--- src/rtl/vga_timing_pkg.sv ---
// Shared raster timing constants and helpers for the VGA timing controller and image generator.
// Latency: n/a (constants and functions only).
// Backpressure: n/a.
package vga_timing_pkg;

    localparam int DEF_H_PIXELS = 640;
    localparam int DEF_H_FP     = 16;
    localparam int DEF_H_PULSE  = 96;
    localparam int DEF_H_BP     = 48;

    localparam int DEF_V_PIXELS = 480;
    localparam int DEF_V_FP     = 10;
    localparam int DEF_V_PULSE  = 2;
    localparam int DEF_V_BP     = 33;

    localparam bit SYNC_ACTIVE_LOW  = 1'b0;
    localparam bit SYNC_ACTIVE_HIGH = 1'b1;

    function automatic int axis_total(input int vis, input int fp, input int pulse, input int bp);
        return vis + fp + pulse + bp;
    endfunction

    function automatic int h_total(input int pixels, input int fp, input int pulse, input int bp);
        return axis_total(pixels, fp, pulse, bp);
    endfunction

    function automatic int v_total(input int lines, input int fp, input int pulse, input int bp);
        return axis_total(lines, fp, pulse, bp);
    endfunction

    function automatic int cnt_width(input int total);
        return (total <= 2) ? 1 : $clog2(total);
    endfunction

endpackage

--- src/rtl/vga_axis_counter.sv ---
// One raster axis: free-running 0..TOTAL-1 counter with visible/sync decode of the current count.
// Latency: count updates on the clock after adv_en; wrap/visible/sync_active are combinational from count.
// Backpressure: none; advances whenever adv_en is high.
module vga_axis_counter
    import vga_timing_pkg::*;
#(
    parameter int VISIBLE = DEF_H_PIXELS,
    parameter int FP      = DEF_H_FP,
    parameter int PULSE   = DEF_H_PULSE,
    parameter int BP      = DEF_H_BP,
    localparam int TOTAL  = axis_total(VISIBLE, FP, PULSE, BP),
    localparam int CW     = cnt_width(TOTAL)
) (
    input  logic          pixel_clk,
    input  logic          reset_n,
    input  logic          adv_en,
    output logic [CW-1:0] count,
    output logic          wrap,
    output logic          visible,
    output logic          sync_active
);

    if (VISIBLE < 0 || FP < 1 || PULSE < 1 || BP < 1 || TOTAL < 1) begin : g_bad_params
        $error("vga_axis_counter: porch and pulse widths must be >= 1 and totals > 0");
    end

    localparam logic [CW-1:0] LAST       = CW'(TOTAL - 1);
    localparam logic [CW-1:0] VIS_END    = CW'(VISIBLE);
    localparam logic [CW-1:0] SYNC_START = CW'(VISIBLE + FP);
    localparam logic [CW-1:0] SYNC_END   = CW'(VISIBLE + FP + PULSE);

    assign wrap        = adv_en && (count == LAST);
    assign visible     = (count < VIS_END);
    assign sync_active = (count >= SYNC_START) && (count < SYNC_END);

    always_ff @(posedge pixel_clk or negedge reset_n) begin
        if (!reset_n) begin
            count <= '0;
        end else if (adv_en) begin
            count <= wrap ? '0 : count + CW'(1);
        end
    end

endmodule

--- src/rtl/vga_timing_controller.sv ---
// VGA raster timing: h/v counters, sync pulses, display enable, pixel coordinates and frame start.
// Latency: every output is the registered decode of the counter state one clock earlier.
// Backpressure: none; free-running, no stall input.
module vga_timing_controller
    import vga_timing_pkg::*;
#(
    parameter int H_PIXELS = DEF_H_PIXELS,
    parameter int H_FP     = DEF_H_FP,
    parameter int H_PULSE  = DEF_H_PULSE,
    parameter int H_BP     = DEF_H_BP,
    parameter bit H_POL    = SYNC_ACTIVE_LOW,
    parameter int V_PIXELS = DEF_V_PIXELS,
    parameter int V_FP     = DEF_V_FP,
    parameter int V_PULSE  = DEF_V_PULSE,
    parameter int V_BP     = DEF_V_BP,
    parameter bit V_POL    = SYNC_ACTIVE_LOW
) (
    input  logic        pixel_clk,
    input  logic        reset_n,
    output logic        h_sync,
    output logic        v_sync,
    output logic        disp_ena,
    output logic [31:0] column,
    output logic [31:0] row,
    output logic        frame_start
);

    localparam int H_CW = cnt_width(h_total(H_PIXELS, H_FP, H_PULSE, H_BP));
    localparam int V_CW = cnt_width(v_total(V_PIXELS, V_FP, V_PULSE, V_BP));

    logic [H_CW-1:0] h_cnt;
    logic [V_CW-1:0] v_cnt;
    logic            h_wrap, h_vis, h_act;
    logic            v_wrap, v_vis, v_act;
    logic            origin_q;

    vga_axis_counter #(
        .VISIBLE (H_PIXELS),
        .FP      (H_FP),
        .PULSE   (H_PULSE),
        .BP      (H_BP)
    ) u_h_axis (
        .pixel_clk   (pixel_clk),
        .reset_n     (reset_n),
        .adv_en      (1'b1),
        .count       (h_cnt),
        .wrap        (h_wrap),
        .visible     (h_vis),
        .sync_active (h_act)
    );

    vga_axis_counter #(
        .VISIBLE (V_PIXELS),
        .FP      (V_FP),
        .PULSE   (V_PULSE),
        .BP      (V_BP)
    ) u_v_axis (
        .pixel_clk   (pixel_clk),
        .reset_n     (reset_n),
        .adv_en      (h_wrap),
        .count       (v_cnt),
        .wrap        (v_wrap),
        .visible     (v_vis),
        .sync_active (v_act)
    );

    // origin_q is high exactly while the counters sit at (0,0): set by reset and by the frame wrap.
    always_ff @(posedge pixel_clk or negedge reset_n) begin
        if (!reset_n) begin
            origin_q    <= 1'b1;
            h_sync      <= ~H_POL;
            v_sync      <= ~V_POL;
            disp_ena    <= 1'b0;
            frame_start <= 1'b0;
            column      <= '0;
            row         <= '0;
        end else begin
            origin_q    <= v_wrap;
            h_sync      <= h_act ? H_POL : ~H_POL;
            v_sync      <= v_act ? V_POL : ~V_POL;
            disp_ena    <= h_vis && v_vis;
            frame_start <= origin_q;
            if (h_vis && v_vis) begin
                column <= 32'(h_cnt);
                row    <= 32'(v_cnt);
            end
        end
    end

endmodule

--- config.mk ---
export PLATFORM = sky130hd
export DESIGN_NAME = vga_timing_controller
export DESIGN_NICKNAME = d
export VERILOG_FILES = /design/src/rtl/vga_timing_pkg.sv /design/src/rtl/vga_axis_counter.sv /design/src/rtl/vga_timing_controller.sv
export SDC_FILE = /design/constraint.sdc
export NUM_CORES = 1
export LEC_CHECK = 0
export ABC_AREA = 1
export CAP_MARGIN = 20
export CELL_PAD_IN_SITES_DETAIL_PLACEMENT = 0
export CELL_PAD_IN_SITES_GLOBAL_PLACEMENT = 1
export CORE_UTILIZATION = 49
export CTS_CLUSTER_SIZE = 30
export DETAILED_ROUTE_END_ITERATION = 12
export DONT_BUFFER_PORTS = 1
export GPL_TIMING_DRIVEN = 0
export PLACE_DENSITY = 0.87
export SETUP_SLACK_MARGIN = 0.1
export SLEW_MARGIN = 15
export SYNTH_ARGS = -nofsm -noshare
export SYNTH_HDL_FRONTEND = slang
export SYNTH_HIERARCHICAL = 1
export SYNTH_SLANG_ARGS = --single-unit
export TNS_END_PERCENT = 5
--- constraint.sdc ---
create_clock -name pixel_clk -period 5.7 [get_ports pixel_clk]
set_input_delay 1.14 -clock pixel_clk [delete_from_list [all_inputs] [get_ports pixel_clk]]
set_output_delay 1.14 -clock pixel_clk [all_outputs]
set_load 0.03 [all_outputs]
# [Word level (Yosys, flattened, before mapping)]
# Index checks and enable logic that the tools add are counted.
[word_totals] output_inout_bits=68 elab_cells=27 in_bits=2 ff_bits=45
[op_classes] n_mux=4 eq_ne=2 n_addsub=2 n_lt_le_gt_ge=6 n_reduce_logical=4
[op_table] cell="10-bit by 1-bit adder with 10-bit output (second input constant)" count=2
[op_table] cell="10-bit equality test (second input constant)" count=2
[op_table] cell="10-bit less-than comparator (second input constant)" count=2
[op_table] cell="10-bit by 9-bit less-than comparator with 1-bit output (second input constant)" count=2
[op_table] cell="10-bit two-way mux" count=2
[op_table] cell="10-bit >= comparator (second input constant)" count=1
[op_table] cell="10-bit by 9-bit >= comparator with 1-bit output (second input constant)" count=1
[op_table] cell="1-bit logical AND" count=4
[op_table] cell="1-bit two-way mux" count=2

# [Logic depth before layout (Yosys ltp)]
# Gate-level depths: netlist of run 1.
[depth] ltp_word=3 mapped_depth=11 mapped_depth_nobuf=11

# [Modules after synthesis]
# The synthesis of run 1 kept the hierarchy.
[by_module_without_submodules] mod="vga_timing_controller" cells_each=141 instances=1 area_per_inst_um2=1262.5 seq_area_each_um2=629.4
[by_module_without_submodules] mod="vga_axis_counter (u_v_axis)" cells_each=93 instances=1 area_per_inst_um2=638.1 seq_area_each_um2=250.2
[by_module_without_submodules] mod="vga_axis_counter (u_h_axis)" cells_each=78 instances=1 area_per_inst_um2=583.1 seq_area_each_um2=250.2

# [Worst setup path after synthesis of run 1]
# OpenSTA, ideal clock, no wires.
[synth_path] kind="register to register" startpoint="reg u_h_axis.count[0]" endpoint="reg u_v_axis.count[6]" slack_ns=3.584 arrival_ns=1.997 required_ns=5.582 setup_ns=0.118 stages_incl_launch_ff=11 synth_period_minus_slack_ns=2.116 path_buffers=0 cell_sequence="dfrtp_1 ha_1 inv_1 nor3_1 nand2_1 nor4_1 nand2_1 nor2_2 nand2_1 xor2_1 inv_1"
[synth_via] elab_chain_len=3
[synth_rtl] item="start, declared" line="vga_axis_counter.sv:17" text="output logic [CW-1:0] count,"
[synth_rtl] item="start signal, assigned" line="vga_axis_counter.sv:40" text="count <= wrap ? '0 : count + CW'(1);"
[synth_rtl] item="10-bit equality test *" line="vga_axis_counter.sv:32" text="assign wrap = adv_en && (count == LAST);"
[synth_rtl] item="via h_wrap" line="vga_timing_controller.sv:33" text="logic h_wrap, h_vis, h_act;"
[synth_rtl] item="1-bit logical AND" line="vga_axis_counter.sv:32"
[synth_rtl] item="10-bit two-way mux" line="vga_axis_counter.sv:40"
[synth_rtl] item="end signal, assigned" line="vga_axis_counter.sv:40"
[synth_rtl] item="end, declared" line="vga_axis_counter.sv:17"
# The timed path passes the listed nets; every way through them passes the cells marked *.
# A chain may end at the register's enable or synchronous reset.

# [Worst setup path in the final report of run 1]
[layout_path] startpoint="reg u_h_axis.count[1]" endpoint="reg u_v_axis.count[5]"
# Same word-level chain as after synthesis.

==> results.cfg, run 1 <==
[status]
outcome = finished, final reports clean

[drt]
router_iterations_before_antenna_repair = 4
wl_um = 4431
drt_iter0_markers = 94
post_drt_wl_per_cell_um = 10.12
vias = 1889
remaining_drc_errors = 0
postRouteAntennaNets = 0
viasPerCell = 4.313

[clock_network]
cts-buffers-inserted = 5
cts_root_buf = sky130_fd_sc_hd__clkbuf_8
holdBufCountCts = 0
clkTransAtPathRegs_ns = 0.09
tritoncts = built
h_tree_depth = 2
post-cts-setup-buffer-count = 0
clk_path_buf_depth = 2
cts-resized-gates = 0
tritoncts_num_sinks = 45
clock_latency_ns = 0.29

[yosys]
cell_area_synth_um2 = 2484
postSynthCellCount = 312
post_synth_num_cell_types = 27
synth.yosys.warnings = 6
synth_seq_cells = 45
avgSynthCellArea_um2 = 7.960
synth-seq-area-share_pct = 45.49

[final_layout]
post_layout_cell_count = 438
drive_gt1_share_pct = 19.68
finalNetCount = 377
n_fill_cell = 456
finish.instance_area_um2 = 2868
syn2layout_area_growth_pct = 15.47
antenna_cells = 0

[floorplan]
initial_core_util_pct = 51.90
floorplan.core_area_um2 = 4786
boundaryPins = 70
fp.dieW_um = 73.20
placement_rows = 25
die_h_um = 73.20
die-area_um2 = 5358

[timing]
fin_skew_ns = 0.008954
setup-tns-final_ns = 0
maxClockFrequency_ghz = 0.4546
finalSetupViolations = 0
timing_hold_violations_final = 0
fin_worst_hold_slack_ns = 0.4007
finalMaxSlewViolations = 0
unrepaired_setup_endpoints_after_global_routing = false
min_period_over_period_pct = 38.59
fin_crit_ns = 2.200

[placement]
final_hpwl_from_detailed_placement_um = 3335
detailed_place.area_um2 = 2764
port_buffers = 0
globalplace.congestion = 0.7778
placed_cells = 431

[global_route]
grt_usage_pct = 17.99
grt_first_pass_wirelength_um = 7431
vias_in_the_first_global_route = 1632
grt_max_degree = 46
antenna_violations_before_repair = 0
grt-ovfl-total = 0

[worst_hold_path]
min-delay-path-class = reg -> reg

[worst_setup_path]
end_kind = flip-flop
cp.required_ns = 5.89
path_max_fanout = 7
cp.arrival_ns = 2.39
timing.setup.critical_path_class = reg -> reg
critPathLaunchType = flip-flop

[power_and_ir_drop]
p_per_area_nw_per_um2 = 269.0
vdd_ir_drop_max_uv = 128.2
p_leak_uw = 0.001691
overall_power_of_the_completed_layout_uw = 771.5

[job]
maxCapViolations = 0
==> cell usage after synthesis <==
master | number | share of area [%]
sky130_fd_sc_hd__nand2_1 | 85 | 13
sky130_fd_sc_hd__buf_4 | 44 | 13
sky130_fd_sc_hd__dfrtp_1 | 42 | 42
sky130_fd_sc_hd__inv_1 | 35 | 5.3
sky130_fd_sc_hd__nand3_1 | 32 | 6.4
sky130_fd_sc_hd__nor2_1 | 24 | 3.6
sky130_fd_sc_hd__buf_2 | 6 | 1.2
sky130_fd_sc_hd__o21ai_0 | 6 | 1.2
sky130_fd_sc_hd__a21oi_1 | 5 | 1.0
sky130_fd_sc_hd__nor3_1 | 5 | 1.0
sky130_fd_sc_hd__ha_1 | 4 | 2.0
sky130_fd_sc_hd__dfstp_2 | 3 | 3.2
sky130_fd_sc_hd__nand4_1 | 3 | 0.76
sky130_fd_sc_hd__nor2_4 | 3 | 1.4
sky130_fd_sc_hd__conb_1 | 2 | 0.30
sky130_fd_sc_hd__nand3_2 | 2 | 0.81
sky130_fd_sc_hd__a211oi_1 | 1 | 0.30
sky130_fd_sc_hd__a31o_2 | 1 | 0.35
sky130_fd_sc_hd__clkbuf_2 | 1 | 0.20
sky130_fd_sc_hd__nand2_2 | 1 | 0.25
sky130_fd_sc_hd__nand4_2 | 1 | 0.50
sky130_fd_sc_hd__nor2_2 | 1 | 0.25
sky130_fd_sc_hd__nor3_2 | 1 | 0.40
sky130_fd_sc_hd__nor4_1 | 1 | 0.25
sky130_fd_sc_hd__o21ai_1 | 1 | 0.20
sky130_fd_sc_hd__or2_2 | 1 | 0.25
sky130_fd_sc_hd__xor2_1 | 1 | 0.35
==> cells in the final DEF, fill, tap and decap left out, types with 2 or more instances in the layout <==
cell / instances
sky130_fd_sc_hd__a21oi_1: 5
sky130_fd_sc_hd__buf_2: 7
sky130_fd_sc_hd__buf_4: 44
sky130_fd_sc_hd__clkbuf_8: 5
sky130_fd_sc_hd__conb_1: 52
sky130_fd_sc_hd__dfrtp_1: 42
sky130_fd_sc_hd__dfstp_2: 3
sky130_fd_sc_hd__ha_1: 4
sky130_fd_sc_hd__inv_1: 35
sky130_fd_sc_hd__nand2_1: 85
sky130_fd_sc_hd__nand3_1: 32
sky130_fd_sc_hd__nand3_2: 2
sky130_fd_sc_hd__nand4_1: 3
sky130_fd_sc_hd__nor2_1: 24
sky130_fd_sc_hd__nor2_4: 3
sky130_fd_sc_hd__nor3_1: 5
sky130_fd_sc_hd__o21ai_0: 6
==> state kept, by name (all words and copies together) (netlist names) <==
signal          flops
h_sync              1
column             10
u_h_axis/count     10
frame_start         1
disp_ena            1
origin_q            1
u_v_axis/count     10
v_sync              1
row                10
==> metrics by stage <==
| step | utilization (%) | worst slack (ns) |
|---|---|---|
| 2_1_floorplan | - | 3.584 |
| 3_3_place_gp | 57.57 | 3.064 |
| 3_5_place_dp | 57.75 | 3.613 |
| 4_1_cts | 59.92 | 3.553 |
| 5_1_grt | 59.92 | 3.294 |
| 6_report | 59.92 | 3.500 |
==> area by class of cell <==
type	instances	area, µm²	share of cell area (%)
flip-flops and latches	45	1130	39.40
multi-input cells	231	1045	36.43
plain buffers	51	365.4	12.74
inverters	35	131.4	4.581
well taps	67	83.83	2.923
clock buffers	5	68.82	2.400
clock inverters	2	35.03	1.222
repair buffers	2	8.758	0.3054
==> critical path, cell delays in order (launching register included) <==
cell,delay [ns]
sky130_fd_sc_hd__dfrtp_1,0.41
sky130_fd_sc_hd__ha_1,0.21
sky130_fd_sc_hd__inv_1,0.07
sky130_fd_sc_hd__nor3_1,0.22
sky130_fd_sc_hd__nand2_1,0.10
sky130_fd_sc_hd__nor4_1,0.18
sky130_fd_sc_hd__buf_2,0.21
sky130_fd_sc_hd__buf_1,0.16
sky130_fd_sc_hd__nand2_2,0.08
sky130_fd_sc_hd__nor2_4,0.17
sky130_fd_sc_hd__nand2_1,0.10
sky130_fd_sc_hd__o21ai_1,0.14
sky130_fd_sc_hd__nor2_1,0.05
==> cells by family (layout without fill, tap and decap cells) <==
kind of cell               count (synthesis)  count (layout)  synth area share (%)
DFF                                       45              45                 45.49
AOI/OAI and AO/OA                         14              14                 3.073
buffers and inverters                     86              95                 20.00
adders and majority gates                  4               4                 2.015
other                                      2              52                0.3024
and+or+nand+nor                          160             160                 28.77
xor gates and xnor gates                   1               1                0.3527
==> final timing paths <==
path | from | endpoint | slack, ns | cells after the start
min in group asynchronous | reset_n | u_h_axis/count[8] | 0.53 | 0
max in group asynchronous | reset_n | h_sync | 4.98 | 0
worst max-delay path | u_h_axis/count[1] | u_v_axis/count[5] | 3.50 | 12
worst min-delay path | origin_q | frame_start | 0.40 | 0
worst max register to register | u_h_axis/count[1] | u_v_axis/count[5] | 3.50 | 12
worst min register to register | origin_q | frame_start | 0.40 | 0
==> power by group <==
part	internal, µW	switching (µW)
sequential	344	33.6
combinational	53.1	109
clock	127	104
==> routing by layer <==
layer	global-route usage (%)	vias up	share of wire (%)
met5	0	-	0
li1	-	985	-
met2	27.78	93	42
met1	24.41	804	47
met4	6.754	0	1.7
met3	4.282	7	9.2
No activity file was read; power rests on OpenSTA's default activity.
==> run 2, diff against run 1 <==
--- a/config.mk
+++ b/config.mk
@@ -9,12 +9,12 @@
 export CAP_MARGIN = 20
 export CELL_PAD_IN_SITES_DETAIL_PLACEMENT = 0
 export CELL_PAD_IN_SITES_GLOBAL_PLACEMENT = 1
-export CORE_UTILIZATION = 49
+export CORE_UTILIZATION = 45
 export CTS_CLUSTER_SIZE = 30
 export DETAILED_ROUTE_END_ITERATION = 12
 export DONT_BUFFER_PORTS = 1
 export GPL_TIMING_DRIVEN = 0
-export PLACE_DENSITY = 0.87
+export PLACE_DENSITY = 0.81
 export SETUP_SLACK_MARGIN = 0.1
 export SLEW_MARGIN = 15
 export SYNTH_ARGS = -nofsm -noshare
==> constraint.sdc (replaced) <==
create_clock -name pixel_clk -period 2.2 [get_ports pixel_clk]
set_input_delay 0.44 -clock pixel_clk [delete_from_list [all_inputs] [get_ports pixel_clk]]
set_output_delay 0.44 -clock pixel_clk [all_outputs]
set_load 0.03 [all_outputs]
==> run 2 against run 1 <==
Setup slack got worse by 3.2 ns. Design area increased by 3.8%. Maximum frequency up 14%. Sequential cell count did not move. Routed wire length is 3.5% higher. Highest routed layer unchanged.
==> results.cfg, run 2 (same netlist as run 1, synthesis figures left out) <==
[power_and_ir_drop]
p_per_area_nw_per_um2 = 698.3
p_leak_uw = 0.001729
swShare_pct = 32.81
vdd_ir_drop_max_uv = 334.1
pwr-share-seq_pct = 46.9
p_comb_share_pct = 23.3
total_switching_power_uw = 681.7
power.clock.fraction_pct = 29.8
cellInternalPower_uw = 1396

[final_layout]
syn2layout_area_growth_pct = 19.80
n_fill_cell = 487
finalNetCount = 382
seqCellArea_um2 = 1130
antenna_cells = 0
drive_gt1_share_pct = 22.02
layout.core_utilization_pct = 57.16
post_layout_cell_count = 447
final_cell_mix = sky130_fd_sc_hd__nand2_1, sky130_fd_sc_hd__conb_1, sky130_fd_sc_hd__buf_4
multiInputGateArea_um2 = 1075
final_common_cell = sky130_fd_sc_hd__nand2_1

[clock_network]
clock_latency_ns = 0.30
cts_root_buf = sky130_fd_sc_hd__clkbuf_8
h_tree_depth = 2
clkTransAtPathRegs_ns = 0.08
tritoncts = built
clk_path_buf_depth = 2
cts-buffers-inserted = 5
tritoncts_num_sinks = 45

[worst_hold_path]
hold_path_startpoint = origin_q
min_delay_path_depth = 0
timing.hold.worst_endpoint = frame_start
min-delay-path-class = reg -> reg

[worst_setup_path]
endpoint_of_the_worst_register_to_register_path = u_v_axis/count[5]
critPathMaxStageDelay_ns = 0.44
timing.setup.critical_path_class = reg -> reg
end_kind = flip-flop
bufs_and_invs_on_worst_path = 0
worst_path_max_delay_cell = sky130_fd_sc_hd__dfrtp_1
path_max_fanout = 7
worst_path_top_cell_family_by_delay = simple AND/OR/NAND/NOR gates
count_of_cells_along_the_worst_register_to_register_path = 9
critPathLaunchType = flip-flop
crit_chain = nand2_1 > nor3_2 > nand2_1 > nor4_4 > nand2_2 > nor2_4 > nand2_2 > o21ai_1 > nor2_1
cp.required_ns = 2.39
regToRegSetupSlack_ns = 0.26
beginning_of_the_worst_register_to_register_path = u_h_axis/count[9]
cp.arrival_ns = 2.13

[global_route]
grt_first_pass_wirelength_um = 8059
antenna_violations_before_repair = 0
grt_usage_pct = 17.23
grt-ovfl-total = 0
grt_max_degree = 46
vias_in_the_first_global_route = 1739

[floorplan]
die_h_um = 76.29
boundaryPins = 70
placement_rows = 26
die-area_um2 = 5820
floorplan.core_area_um2 = 5205
initial_core_util_pct = 47.72
fp.dieW_um = 76.29

[timing]
min_period_over_period_pct = 88.03
maxClockFrequency_ghz = 0.5163
setup-tns-final_ns = 0
fin_crit_ns = 1.937
timing_hold_violations_final = 0
final.setup.worst_slack_ns = 0.2633
fin_skew_ns = 0.006830
unrepaired_setup_endpoints_after_global_routing = false
finalSetupViolations = 0
finalMaxSlewViolations = 0

[drt]
postRouteAntennaNets = 0
vias = 1910
post_drt_wl_per_cell_um = 10.26
remaining_drc_errors = 0
wl_um = 4584
viasPerCell = 4.273
drt_iter0_markers = 90
router_iterations_before_antenna_repair = 4

[placement]
pre_cts_ws_ns = -0.01251
final_hpwl_from_detailed_placement_um = 3340
port_buffers = 0
placed_cells = 432
globalplace.congestion = 0.7670

[job]
maxCapViolations = 0

[status]
outcome = finished, final reports clean
==> run 2: cell count changes in the layout (fill, tap and decap cells not counted), sizes merged <==
cell	before	now
buf	52	56
clkbuf	6	7
dlygate4sd3	0	1
==> run 2: power groups by stage <==
stage               combinational (µW)  sequential [µW]  clock, µW
detailed placement                 412              993          0
finish                             484              973        620
floorplan                          371              969          0
global placement                   407              993          0
CTS                                446              977        645
global route                       541              985        666
==> run 2: cell type report <==
type / count / area share (%)
inverters: 35 / 4.415
clock inverters: 2 / 1.177
clock buffers: 6 / 2.439
well taps: 70 / 2.944
repair buffers: 7 / 2.649
plain buffers: 51 / 12.28
flip-flops and latches: 45 / 37.97
multi-input cells: 231 / 36.12
==> run 2: timing repair <==
action | 4_1_cts | 5_1_grt
endpoints found under the setup margin | 10 | 11
hold buffers | 2 | 0
endpoints found under the hold margin | 45 | 0
buffers inserted | 0 | 5
pin swaps | 0 | 7
resized for setup | 1 | 6
cloned | 0 | 0
==> run 2: per-layer routing <==
metal / track usage, % / wire length (µm)
met1: 23.44 / 2220
met2: 26.58 / 1946
met3: 3.473 / 335
met4: 7.500 / 81
met5: 0 / 0
==> run 2: worst reg2reg max path, cell delays in order, from the launching register on <==
cell                      delay [ns]
sky130_fd_sc_hd__dfrtp_1        0.44
sky130_fd_sc_hd__nand2_1        0.13
sky130_fd_sc_hd__nor3_2         0.18
sky130_fd_sc_hd__nand2_1        0.10
sky130_fd_sc_hd__nor4_4         0.40
sky130_fd_sc_hd__nand2_2        0.11
sky130_fd_sc_hd__nor2_4         0.23
sky130_fd_sc_hd__nand2_2        0.08
sky130_fd_sc_hd__o21ai_1        0.13
sky130_fd_sc_hd__nor2_1         0.05
==> run 2: metrics by stage <==
step / hold slack (ns) / power, µW / instance area, µm²
detailed placement: 0.1454 / 1405 / 2765
finish: 0.3987 / 2078 / 2975
global route: 0.4021 / 2192 / 2975
CTS: 0.4025 / 2068 / 2919
floorplan: 0.1444 / 1341 / 2678
global placement: 0.1454 / 1400 / 2765
==> run 2: how the worst max path moves through the flow <==
| stage | start | slack (ns) | to | cells after the start |
|---|---|---|---|---|
| final | u_h_axis/count[9] | 0.26 | u_v_axis/count[5] | 9 |
| after CTS | u_h_axis/count[0] | 0.15 | u_v_axis/count[6] | 10 |
| after global routing | u_h_axis/count[1] | 0.09 | u_v_axis/count[9] | 10 |
| after floorplan | u_h_axis/count[0] | 0.34 | u_v_axis/count[6] | 10 |
| after detailed placement | u_h_axis/count[0] | -0.01 | u_v_axis/count[6] | 10 |
| after global placement | u_h_axis/count[0] | -0.04 | u_v_axis/count[6] | 10 |
==> run 3, diff against run 2 <==
--- a/config.mk
+++ b/config.mk
@@ -9,16 +9,17 @@
 export CAP_MARGIN = 20
 export CELL_PAD_IN_SITES_DETAIL_PLACEMENT = 0
 export CELL_PAD_IN_SITES_GLOBAL_PLACEMENT = 1
-export CORE_UTILIZATION = 45
+export CORE_UTILIZATION = 46
 export CTS_CLUSTER_SIZE = 30
 export DETAILED_ROUTE_END_ITERATION = 12
 export DONT_BUFFER_PORTS = 1
+export GPL_ROUTABILITY_DRIVEN = 0
 export GPL_TIMING_DRIVEN = 0
+export HOLD_SLACK_MARGIN = 0.08
 export PLACE_DENSITY = 0.81
 export SETUP_SLACK_MARGIN = 0.1
 export SLEW_MARGIN = 15
 export SYNTH_ARGS = -nofsm -noshare
 export SYNTH_HDL_FRONTEND = slang
-export SYNTH_HIERARCHICAL = 1
 export SYNTH_SLANG_ARGS = --single-unit
 export TNS_END_PERCENT = 5
==> run 3 against run 2 <==
Sequential cell count stayed put. Clock power is 1% higher. Area after synthesis is 1.8% lower. Hold slack worse by 0.0055 ns. Setup slack better by 0.46 ns. First-iteration DRC count is 33% higher. Routed wire length is 3.1% lower. Via count is 8.8% lower. Die area is 3.8% lower. Critical path type unchanged. Largest cell class unchanged.
==> results.cfg, run 3 <==
[yosys]
synth_area_leaders = sky130_fd_sc_hd__dfrtp_1, sky130_fd_sc_hd__buf_4, sky130_fd_sc_hd__nand2_1, sky130_fd_sc_hd__nor2_1, sky130_fd_sc_hd__inv_1
synth_async_sr_flop_share_pct = 100.0
synth_seq_cells = 45
synth-main-ff-cell = sky130_fd_sc_hd__dfrtp_1
cell_taking_the_most_area_after_synthesis = sky130_fd_sc_hd__dfrtp_1
cell_area_synth_um2 = 2439
synth_top_area_share_pct = 43.10
synth-edff-count = 0
synthTopCellsByCount = sky130_fd_sc_hd__nand2_1, sky130_fd_sc_hd__buf_4, sky130_fd_sc_hd__dfrtp_1
post-synth-top-count-cell = sky130_fd_sc_hd__nand2_1
postSynthCellCount = 281
synth-seq-area-share_pct = 46.33
synth.yosys.warnings = 0
avgSynthCellArea_um2 = 8.678
post_synth_num_cell_types = 28

[worst_setup_path]
beginning_of_the_worst_register_to_register_path = u_v_axis.count[0]
setup_crit_start = u_v_axis.count[0]
end_kind = flip-flop
critPathLaunchType = flip-flop
cp.arrival_ns = 1.67
timing.setup.critical_path_class = reg -> reg
regToRegSetupSlack_ns = 0.72
cp.required_ns = 2.39
path_max_fanout = 7

[clock_network]
clk_path_buf_depth = 2
tritoncts = built
clkTransAtPathRegs_ns = 0.08
h_tree_depth = 2
tritoncts_num_sinks = 45
cts-resized-gates = 0
cts-buffers-inserted = 5
cts_root_buf = sky130_fd_sc_hd__clkbuf_8
clock_latency_ns = 0.30

[final_layout]
layout.core_utilization_pct = 55.54
final_cell_mix = sky130_fd_sc_hd__nand2_1, sky130_fd_sc_hd__buf_4, sky130_fd_sc_hd__conb_1
antenna_cells = 0
final_common_cell = sky130_fd_sc_hd__nand2_1
drive_gt1_share_pct = 21.86
finalNetCount = 339
syn2layout_area_growth_pct = 16.32

[drt]
router_iterations_before_antenna_repair = 6
vias = 1741
drt_iter0_markers = 120
post_drt_wl_per_cell_um = 10.99
remaining_drc_errors = 0
postRouteAntennaNets = 0
viasPerCell = 4.309
wl_um = 4441

[placement]
pre_cts_ws_ns = 0.7272
port_buffers = 0
final_hpwl_from_detailed_placement_um = 3225

[timing]
final.setup.worst_slack_ns = 0.7208
finalMaxSlewViolations = 0
fin_crit_ns = 1.479
finalSetupViolations = 0
min_period_over_period_pct = 67.24
unrepaired_setup_endpoints_after_global_routing = false
maxClockFrequency_ghz = 0.6760
timing_hold_violations_final = 0
fin_skew_ns = 0.01033
setup-tns-final_ns = 0

[floorplan]
floorplan.core_area_um2 = 5107
boundaryPins = 70
die-area_um2 = 5597
placement_rows = 26
die_h_um = 74.81
initial_core_util_pct = 47.75
fp.dieW_um = 74.81

[global_route]
grt-ovfl-total = 0
vias_in_the_first_global_route = 1526
grt_usage_pct = 17.44
grt_max_degree = 46
antenna_violations_before_repair = 0
grt_first_pass_wirelength_um = 7217

[worst_hold_path]
hold_path_startpoint = origin_q
min-delay-path-class = reg -> reg

[power_and_ir_drop]
vdd_ir_drop_max_uv = 226.4
p_leak_uw = 0.001614
p_per_area_nw_per_um2 = 576.6

[job]
maxCapViolations = 0

[status]
outcome = finished, final reports clean
## run 3: changes by cell type in the layout (fill, tap and decap cells not counted), sizes merged, moves of 2 or more
| cell | change |
|---|---|
| xor2 | +7 |
| o21ai | +3 |
| nor3 | +2 |
| conb | -8 |
| a21oi | +9 |
| nor2 | +2 |
| nand2 | -24 |
| nand3b | +2 |
| nand3 | -20 |
| inv | -10 |
| buf | -3 |
## run 3: per-layer routing
| metal | share of wire (%) | global-route usage [%] |
|---|---|---|
| met5 | 0 | 0 |
| met4 | 1.4 | 5.660 |
| met3 | 8.7 | 4.953 |
| met2 | 44 | 27.83 |
| met1 | 46 | 22.93 |
## run 3: worst paths after layout
kind / end / depth (start not counted)
max reg2reg: u_v_axis.count[9] / 9
min in group asynchronous: u_v_axis.count[5] / 2
max in group asynchronous: h_sync / 2
min: frame_start / 0
min reg2reg: frame_start / 0
max: u_v_axis.count[9] / 9
## run 3: kinds of logic (layout without fill, tap and decap cells)
family	count (synthesis)	after routing	synth area share (%)
buffers and inverters	77	87	20.22
other	1	44	0.1538
AOI/OAI and AO/OA	25	25	5.285
DFF	45	45	46.33
and+or+nand+nor	120	120	22.73
adders and majority gates	4	4	2.052
xor gates and xnor gates	9	9	3.233
## run 3: layout make-up
| type | count | area [µm²] |
|---|---|---|
| fill | 478 | 2271 |
| sequential | 45 | 1130 |
| multi-input combinational | 202 | 977.2 |
| buffer | 52 | 396.6 |
| inverter | 25 | 96.34 |
| tap | 70 | 87.58 |
| clock buffer | 6 | 72.57 |
| clock inverter | 2 | 38.79 |
| timing repair buffer | 2 | 37.54 |
## run 3: critical path: stages, from the launching register on
cell,delay (ns)
sky130_fd_sc_hd__dfrtp_1,0.45
sky130_fd_sc_hd__inv_1,0.14
sky130_fd_sc_hd__ha_1,0.16
sky130_fd_sc_hd__inv_1,0.04
sky130_fd_sc_hd__nor2_1,0.07
sky130_fd_sc_hd__nand3b_1,0.08
sky130_fd_sc_hd__nor2_1,0.17
sky130_fd_sc_hd__nand2_4,0.11
sky130_fd_sc_hd__nand3_1,0.11
sky130_fd_sc_hd__nand2_1,0.05
## run 3: stage by stage
stage,instances,cell area [µm²],hold slack [ns],power (µW)
3_5_place_dp,394,2688,0.1450,1001
4_1_cts,404,2836,0.3935,1646
3_3_place_gp,394,2688,0.1451,1001
2_1_floorplan,324,2600,0.1444,1001
6_report,404,2836,0.3932,1635
5_1_grt,404,2836,0.4031,1682
## run 3: what timing repair did
| action | 4_1_cts | 5_1_grt |
|---|---|---|
| hold buffers | 2 | 0 |
| setup buffers | 0 | 0 |
| hold endpoints to repair | 45 | 0 |
## run 3: report_power, final
part	switching [µW]	internal, µW
Combinational	124	58.9
Sequential	0	827
Clock	285	341
Total	409	1230
